==> src/rtl/host_insn_bridge.sv <==
// host_insn_bridge: turns the host's level-style instruction handshake into
// single enqueue events. It joins the two 32-bit wire-ins into one 64-bit
// instruction, buffers it in a small FIFO and presents it to the core as a
// ready/valid stream.
//
// Ports:
//   clock, reset      design clock; asynchronous active-high reset
//   wi_bits_0/1       instruction low/high word (wire-ins 0x04/0x05)
//   wi_valid          host valid level (bit 0 of wire-in 0x03)
//   wo_insns_ready    1 while the FIFO is not full (wire-out 0x20)
//   deq_valid/ready   decoupled stream toward the core
//   deq_bits          {wi_bits_1, wi_bits_0} of the head entry
//   occupancy         current entry count
//   enq_count         accepted instructions, wraps
//   drop_count        edges rejected while full, saturates
module host_insn_bridge #(
  parameter int unsigned DEPTH = 4,
  parameter int unsigned CNT_W = 16
) (
  input  logic                     clock,
  input  logic                     reset,
  input  logic [31:0]              wi_bits_0,
  input  logic [31:0]              wi_bits_1,
  input  logic                     wi_valid,
  output logic                     wo_insns_ready,
  output logic                     deq_valid,
  input  logic                     deq_ready,
  output logic [63:0]              deq_bits,
  output logic [$clog2(DEPTH):0]   occupancy,
  output logic [CNT_W-1:0]         enq_count,
  output logic [CNT_W-1:0]         drop_count
);

  localparam int unsigned AW = $clog2(DEPTH);
  localparam logic [AW:0]       OccFull = (AW + 1)'(DEPTH);
  localparam logic [AW:0]       OccOne  = (AW + 1)'(1);
  localparam logic [AW-1:0]     PtrOne  = AW'(1);
  localparam logic [CNT_W-1:0]  CntOne  = CNT_W'(1);

  logic [63:0]      mem_q [DEPTH];
  logic [AW-1:0]    wr_ptr_q, wr_ptr_d;
  logic [AW-1:0]    rd_ptr_q, rd_ptr_d;
  logic [AW:0]      occ_q, occ_d;
  logic [CNT_W-1:0] enq_q, enq_d;
  logic [CNT_W-1:0] drop_q, drop_d;
  logic             valid_q;
  logic             ready_q, ready_d;

  logic rise, full, fire, accept;

  always_comb begin
    rise   = wi_valid & ~valid_q;
    full   = (occ_q == OccFull);
    fire   = deq_valid & deq_ready;
    // A fire in the same cycle frees the slot, so a full FIFO still accepts.
    accept = rise & (~full | fire);

    wr_ptr_d = wr_ptr_q;
    rd_ptr_d = rd_ptr_q;
    occ_d    = occ_q;
    enq_d    = enq_q;
    drop_d   = drop_q;

    if (accept) begin
      wr_ptr_d = wr_ptr_q + PtrOne;
      enq_d    = enq_q + CntOne;
    end else if (rise && (drop_q != '1)) begin
      drop_d = drop_q + CntOne;
    end

    if (fire) begin
      rd_ptr_d = rd_ptr_q + PtrOne;
    end

    unique case ({accept, fire})
      2'b10:   occ_d = occ_q + OccOne;
      2'b01:   occ_d = occ_q - OccOne;
      default: occ_d = occ_q;
    endcase

    ready_d = (occ_d != OccFull);
  end

  // valid_q resets high so a level held through reset is not seen as an edge.
  always_ff @(posedge clock or posedge reset) begin
    if (reset) begin
      valid_q  <= 1'b1;
      wr_ptr_q <= '0;
      rd_ptr_q <= '0;
      occ_q    <= '0;
      enq_q    <= '0;
      drop_q   <= '0;
      ready_q  <= 1'b1;
    end else begin
      valid_q  <= wi_valid;
      wr_ptr_q <= wr_ptr_d;
      rd_ptr_q <= rd_ptr_d;
      occ_q    <= occ_d;
      enq_q    <= enq_d;
      drop_q   <= drop_d;
      ready_q  <= ready_d;
    end
  end

  // Storage needs no reset: occupancy and pointers define which entries are live.
  always_ff @(posedge clock) begin
    if (accept) begin
      mem_q[wr_ptr_q] <= {wi_bits_1, wi_bits_0};
    end
  end

  assign deq_valid      = (occ_q != '0);
  assign deq_bits       = mem_q[rd_ptr_q];
  assign occupancy      = occ_q;
  assign wo_insns_ready = ready_q;
  assign enq_count      = enq_q;
  assign drop_count     = drop_q;

endmodule
==> config.mk <==
export PLATFORM = sky130hd
export DESIGN_NAME = host_insn_bridge
export DESIGN_NICKNAME = d
export VERILOG_FILES = /design/src/rtl/host_insn_bridge.sv
export SDC_FILE = /design/constraint.sdc
export NUM_CORES = 1
export LEC_CHECK = 0
export CAP_MARGIN = 20
export CORE_UTILIZATION = 30
export DETAILED_ROUTE_END_ITERATION = 6
export DONT_BUFFER_PORTS = 1
export SLEW_MARGIN = 20
export SYNTH_ARGS = -nofsm -noshare
export SYNTH_HDL_FRONTEND = slang
export SYNTH_SLANG_ARGS = --single-unit
==> constraint.sdc <==
create_clock -name clock -period 8.81 [get_ports clock]
set_clock_uncertainty 0.05 [all_clocks]
set_input_delay 1.3215 -clock clock [delete_from_list [all_inputs] [get_ports clock]]
set_output_delay 1.3215 -clock clock [all_outputs]
set_load 0.02 [all_outputs]
==> results of run 1 <==
==> synthesized netlist by cell type (all sizes together) (2+ instances only) <==
library cell,count,share of area
buf,13,0.0064
clkbuf,7,0.0023
ha,6,0.0067
nor4,6,0.0033
and4,3,0.0024
dfstp,2,0.0047
and2,6,0.0034
nor2,4,0.0013
inv,9,0.0030
mux2i,2,0.0018
nor3,10,0.0044
and3,5,0.0028
a21oi,2,0.00089
a211oi,4,0.0027
dfrtp,39,0.086
o21ai,2,0.00089
edfxtp,256,0.68
nand3,11,0.0049
mux2,2,0.0020
xor2,20,0.016
nand4,8,0.0044
nand2,13,0.0043
nor4b,2,0.0034
mux4,64,0.13
xnor2,13,0.010
==> cells by family after synthesis <==
kind of cell / Yosys count / share of synthesized area
XOR/XNOR: 33 / 0.0256
flip-flops: 297 / 0.772
buffers and inverters: 29 / 0.0118
adder cells (fa/ha/maj): 7 / 0.00843
AND/OR/NAND/NOR: 77 / 0.0424
AO/OA/AOI/OAI: 12 / 0.00798
multiplexers: 68 / 0.131
==> metal layers <==
layer / GRT usage / up-vias / wire length (um)
li1: - / 2160 / -
met1: 0.128 / 2599 / 8100
met2: 0.188 / 165 / 10500
met3: 0.0378 / 30 / 1850
met4: 0.0356 / 0 / 448
met5: 0 / - / 0
==> flip-flops by register name, indices dropped and copies added (netlist names) <==
signal	flops
wo_insns_ready	1
mem_q	256
wr_ptr_q	2
enq_count	16
valid_q	1
rd_ptr_q	2
occupancy	3
drop_count	16
==> area by class of cell <==
cell class / instances / area, um2 / area share
flip-flops and latches: 297 / 8720 / 0.685
multi-input cells: 197 / 2450 / 0.192
clock buffers: 34 / 766 / 0.0601
well taps: 468 / 586 / 0.0460
clock inverters: 21 / 159 / 0.0125
inverters: 9 / 33.8 / 0.00265
repair buffers: 3 / 22.5 / 0.00177
==> path summary, 6_finish.rpt <==
kind / from / endpoint / cells after the start
hold / removal: enq_count[15] / enq_count[15] / 1
min in group asynchronous: reset / drop_count[7] / 2
hold reg to reg: enq_count[15] / enq_count[15] / 1
setup / recovery: rd_ptr_q[0] / deq_bits[23] / 2
setup reg to reg: occupancy[0] / mem_q[1][4] / 4
max in group asynchronous: reset / rd_ptr_q[1] / 2
==> critical path: stages (launching register included) <==
cell	delay [ps]
dfrtp_4	720
buf_4	750
mux4_2	690
==> power groups by stage <==
stage	clock network (mW)	logic, mW	registers [mW]
2_1_floorplan	0	0.823	1.81
3_3_place_gp	0	0.850	1.93
3_5_place_dp	0	0.871	1.94
4_1_cts	1.21	0.873	1.91
5_1_grt	1.26	0.907	1.93
6_report	1.17	0.852	1.90
==> per-stage QoR <==
stage                     instances  setup slack [ps]   util  cell area, um2
after global placement          974              5210  0.321           11800
after floorplan                 523              4810      -           11300
after CTS                      1029              4510  0.346           12700
final                          1029              4630  0.346           12700
after global routing           1029              4400  0.346           12700
after detailed placement        974              5130  0.321           11800
==> out/summary.txt, run 1 <==
Total of max-cap violations: 0
Clock sink total: 297
Vias in the first global route: 5387
Setup repair bufs after CTS: 0
Slew HR: 0.304
Final worst-path cycle share: 0.474
H-tree depth reported by CTS: 1
Die area: 0.0384 mm2
Sequential power share: 0.485
Hold Crit Class: reg2reg
DRC errors left: 0
Die span in x: 196 um
Initial antenna violation count: 0
Vias: 4954
CTS Buf Count: 30
Clk buf depth: 3
Router iterations before antenna repair: 4
Port-buffer cells: 0
Clk pwr share: 0.299
GP Congestion: 0.850
Pins Over Slew Limit: 0
Synthesized area: 0.0113 mm2
CORE AREA: 0.0368 mm2
P&R area growth vs syn: 12.9%
Setup TNS: 0 ps
RSZ-0062 raised after global routing: no
Worst Path Max Fanout: 45
Top_reg_cell synth: edfxtp_1
Setup violations, final: 0
Post-Syn Instances: 523
Startpoint types: flip-flop
CTS Hold Bufs: 0
Maximum vdd drop: 0.000132 V
Pwr Total: 3.93 mW
Critical path class: reg2out
Yosys warning count: 0
Initial DRC count: 240
Num rows: 70
Clk slew on worst S/H paths: 60 ps
GRT overflow: 0
Die height: 196 um
Final hold viol count: 0
Lkg Pwr: 4.21 nW
Largest net degree at the start of global routing: 66
WL final: 20.9 mm
Wirelength per Cell: 20.3 um
Synth Register Bits: 297
# fillers: 3398
Antenna Cells: 0
Commonest non-fill, non-tap cell in the layout: edfxtp_1
P_sw: 1.22 mW
Layout cells sized above 1: 0.237
# resized after CTS: 0
Total global-route track usage: 0.109
Total Nets Final: 613
R2R Setup Slk: 5880 ps
Clk_lat worst skew: 560 ps
Hold_ws: 575 ps
Root Buffer: clkbuf_16
Synth cell types: 45
Dpl hpwl: 12.9 mm
Remaining antenna violation count: 0
Outcome: finished clean
FMAX: 239 MHz
Initial Utilization: 0.307
CP arrival: 2800 ps
# IOs: 169
Int Pwr: 2.71 mW
Vias per cell: 4.81
EDFF count, synth: 256
CTS tree: built
Combinational Power Share: 0.217
Crit path time final: 4180 ps
PwrDens: 309 mW/mm2
Synth async-reset ratio: 0.138
Sw frac: 0.311
Syn Area/Cell: 21.6 um2
WP data required: 7440 ps
Most frequent cells in the layout: edfxtp_1 (256), mux4_2 (64), dfrtp_1 (37)
Net Count, Synth: 598
Endpoint class of the critical path: output port
First-pass GRT wire length: 32.1 mm
Slew @ Worst Pin: 1040 ps
Register area share after synthesis: 0.772
Power figures use the tool's default switching activity.
==> inputs of run 2 (changes only) <==
Clock period 8.81 ns to 4.09 ns, I/O delays scaled along.
==> out/summary.txt, run 2 (synthesis results as in run 1) <==
Total of max-cap violations: 0
Port-buffer cells: 0
Hold Crit Class: in2reg
Outcome: finished clean
Die span in x: 196 um
Layout cells sized above 1: 0.239
Dpl hpwl: 12.9 mm
Remaining antenna violation count: 0
Wirelength per Cell: 20.9 um
Hold Path Cell Cnt: 0
Critical-path top delay cell: dfrtp_4
CTS tree: built
DRC errors left: 0
Setup violations, final: 0
Slew HR: 0.305
WL final: 21.6 mm
Crit path largest cell delay: 820 ps
Initial DRC count: 210
Final worst-path cycle share: 0.761
Fin cells: 1033
GP Congestion: 0.821
WHS Endpoint: valid_q
Post-Place Cells: 977
P&R area growth vs syn: 14.5%
# IOs: 169
Antenna Cells: 0
Critical path class: reg2out
CTS Buf Count: 34
Clk_lat worst skew: 510 ps
Reg2reg start: occupancy[0]
Total Nets Final: 620
FMAX: 321 MHz
# fillers: 3384
Hold_sp: wi_valid
CP arrival: 2450 ps
Lkg Pwr: 4.31 nW
Die height: 196 um
Router iterations before antenna repair: 4
Slew @ Worst Pin: 1040 ps
# resized after CTS: 0
CORE AREA: 0.0368 mm2
Total global-route track usage: 0.114
Clock sink total: 297
Endpoint class of the critical path: output port
Most frequent cells in the layout: edfxtp_1 (256), mux4_2 (64), dfrtp_1 (37)
Commonest non-fill, non-tap cell in the layout: edfxtp_1
Startpoint types: flip-flop
Worst Path Max Fanout: 29
Clk slew on worst S/H paths: 60 ps
Vias per cell: 4.82
Vias: 4976
H-tree depth reported by CTS: 2
Vias in the first global route: 5503
Worst path cell trace: buf_4 > mux4_2
Max FFs per register: 256
RSZ-0062 raised after global routing: no
Setup repair bufs after CTS: 0
Largest register by flop count: mem_q
Maximum vdd drop: 0.000370 V
Initial Utilization: 0.307
PwrDens: 692 mW/mm2
Clk buf depth: 3
Final hold viol count: 0
Initial antenna violation count: 0
Pins Over Slew Limit: 0
Num rows: 70
GRT overflow: 0
First-pass GRT wire length: 33.0 mm
Worst reg2reg path depth: 7
WP data required: 3430 ps
Crit path time final: 3110 ps
Die area: 0.0384 mm2
CTS Hold Bufs: 0
Root Buffer: clkbuf_16
Largest net degree at the start of global routing: 66
Worst r2r dst: wo_insns_ready
R2R Setup Slk: 1310 ps
Setup TNS: 0 ps
## run 2: per-layer routing
layer	global-route usage	up-vias	wire (um)
met4	0.0475	0	538
met1	0.127	2601	8150
met3	0.0493	35	2050
li1	-	2172	-
met2	0.193	168	10900
met5	0	-	0
## run 2: per-stage QoR
step | cell area (um2) | setup slack (ps) | utilization | total power, mW | hold WS, ps
final | 12900 | 979 | 0.351 | 8.94 | 45.3
after detailed placement | 11800 | 1350 | 0.322 | 6.12 | 562
after global routing | 12900 | 788 | 0.351 | 9.32 | 14.0
after global placement | 11800 | 1460 | 0.322 | 6.05 | 547
after floorplan | 11300 | 747 | - | 5.67 | 530
after CTS | 12900 | 866 | 0.351 | 9.11 | 6.57
## run 2: report_power, final
| part | switching [mW] | internal, mW | total (mW) |
|---|---|---|---|
| registers | 0.472 | 3.66 | 4.14 |
| clock network | 1.14 | 1.82 | 2.96 |
| logic | 1.08 | 0.768 | 1.85 |
| total | 2.69 | 6.25 | 8.94 |
## run 2: critical path: cells and delay by family, from the launching register on
| kind | cells | cell delay, ps |
|---|---|---|
| mux | 1 | 650 |
| buf+inv | 1 | 450 |
| flops | 1 | 820 |
## run 2: how the worst max path moves through the flow
stage                 start             end  slack [ps]  cells after the start
2_1_floorplan  occupancy[0]     mem_q[0][0]         750                      6
3_3_place_gp    rd_ptr_q[0]    deq_bits[45]        1460                      2
3_5_place_dp   occupancy[0]  wo_insns_ready        1350                      7
4_1_cts         rd_ptr_q[0]    deq_bits[22]         870                      2
5_1_grt         rd_ptr_q[0]    deq_bits[49]         790                      2
6_report        rd_ptr_q[0]    deq_bits[22]         980                      2
## run 2: final cells by class
| type | instances | area [um2] | area share |
|---|---|---|---|
| clock buffers | 42 | 902 | 0.0698 |
| well taps | 468 | 586 | 0.0453 |
| inverters | 9 | 33.8 | 0.00262 |
| flip-flops and latches | 297 | 8720 | 0.675 |
| multi-input cells | 197 | 2450 | 0.189 |
| clock inverters | 14 | 180 | 0.0139 |
| repair buffers | 6 | 45.0 | 0.00349 |
==> inputs of run 3 (changes only) <==
Clock period 4.09 ns to 2.65 ns, I/O delays scaled along.
==> out/summary.txt, run 3 (synthesis results as in run 1) <==
Final worst-path cycle share: 0.954
Lkg Pwr: 4.58 nW
WP data required: 2200 ps
GP Congestion: 0.812
DRC errors left: 0
Max FFs per register: 256
Total of max-cap violations: 0
Die area: 0.0384 mm2
Router iterations before antenna repair: 4
Most frequent cells in the layout: edfxtp_1 (256), dlygate4sd3_1 (66), mux4_2 (64)
Hold Crit Class: in2reg
Largest register by flop count: mem_q
Layout cells sized above 1: 0.227
P&R area growth vs syn: 20.3%
# fillers: 3314
Critical path class: reg2out
Initial Utilization: 0.307
Remaining antenna violation count: 0
Setup repair bufs after CTS: 0
Clk_lat worst skew: 560 ps
Pins Over Slew Limit: 0
# IOs: 169
WL final: 21.9 mm
Commonest non-fill, non-tap cell in the layout: edfxtp_1
Dpl hpwl: 12.9 mm
Hold_ws: 44.9 ps
Clk buf depth: 3
Setup violations, final: 0
Root Buffer: clkbuf_16
FMAX: 396 MHz
CP arrival: 2080 ps
Endpoint class of the critical path: output port
Dpl cell area: 0.0119 mm2
Initial antenna violation count: 2
Total global-route track usage: 0.114
Clk slew on worst S/H paths: 60 ps
Die height: 196 um
Num rows: 70
PwrDens: 1010 mW/mm2
GRT overflow: 0
Vias in the first global route: 5789
Worst Path Max Fanout: 28
Wirelength per Cell: 19.7 um
Maximum vdd drop: 0.000413 V
H-tree depth reported by CTS: 1
Port-buffer cells: 0
Crit path time final: 2530 ps
Vias per cell: 4.78
Total Nets Final: 689
Startpoint types: flip-flop
Clock sink total: 297
RSZ-0062 raised after global routing: no
Outcome: finished clean
Initial DRC count: 252
Final Instance Area: 0.0136 mm2
CORE AREA: 0.0368 mm2
Vias: 5300
First-pass GRT wire length: 33.4 mm
Final hold viol count: 0
Slew HR: 0.301
CTS tree: built
Slew @ Worst Pin: 1050 ps
Largest net degree at the start of global routing: 65
Die span in x: 196 um
CTS Buf Count: 31
## run 3: cell count changes in the layout (fill, tap and decap cells not counted), moves of 2 or more
cell           change
diode_2            +2
buf_4              +3
dlygate4sd3_1     +66
inv_6              +2
clkbuf_1           -3
clkinvlp_4         +3
clkbuf_16          -4
clkinv_2           +3
buf_12             +2
## run 3: worst paths after layout
check                               from              to  slack, ps  depth (start not counted)
max                          rd_ptr_q[1]    deq_bits[17]        120                          2
min in group asynchronous          reset    enq_count[8]        370                          3
min reg2reg                enq_count[15]   enq_count[15]        560                          1
max in group asynchronous          reset     rd_ptr_q[1]       1770                          3
min                            deq_ready    occupancy[2]         40                          2
max reg2reg                      valid_q  wo_insns_ready        150                          7
## run 3: worst max-delay path: stages (launching register included)
cell and delay (ps):
dfrtp_4 750, buf_4 330, mux4_2 430
## run 3: what timing repair did
item                       4_1_cts  5_1_grt
setup endpoints to repair        0       21
hold endpoints to repair       296        0
gates resized for setup          0        1
hold buffers                    66        0
## run 3: layer usage
metal,vias up,track usage,routed length (um)
met3,36,0.0395,1960
li1,2323,-,-
met4,0,0.0367,439
met5,-,0,0
met2,203,0.202,11300
met1,2738,0.129,8210
## run 3: layout make-up
class	instances	area (um2)	share of cell area
timing repair buffer	78	779	0.0574
clock buffer	35	791	0.0582
tap	468	586	0.0431
clock inverter	23	214	0.0158
multi-input combinational	197	2450	0.180
antenna	2	5.00	0.000369
inverter	9	33.8	0.00249
sequential	297	8720	0.642
## run 3: power by group
| group | total [mW] | switching, mW | internal (mW) | leakage (nW) |
|---|---|---|---|---|
| clock network | 4.21 | 1.76 | 2.45 | 0.487 |
| logic | 3.41 | 2.09 | 1.32 | 1.25 |
| registers | 6.07 | 0.415 | 5.66 | 2.85 |
| total | 13.7 | 4.26 | 9.43 | 4.58 |
## run 3: through the flow
stage	cells	setup slack (ps)	setup TNS (ps)	utilization	power [mW]
3_3_place_gp	983	324	0	0.324	9.45
2_1_floorplan	523	-5.56	-1420	-	8.74
3_5_place_dp	983	182	0	0.324	9.56
6_report	1109	122	0	0.369	13.7
5_1_grt	1109	15.8	0	0.369	14.3
4_1_cts	1107	25.8	0	0.369	13.9
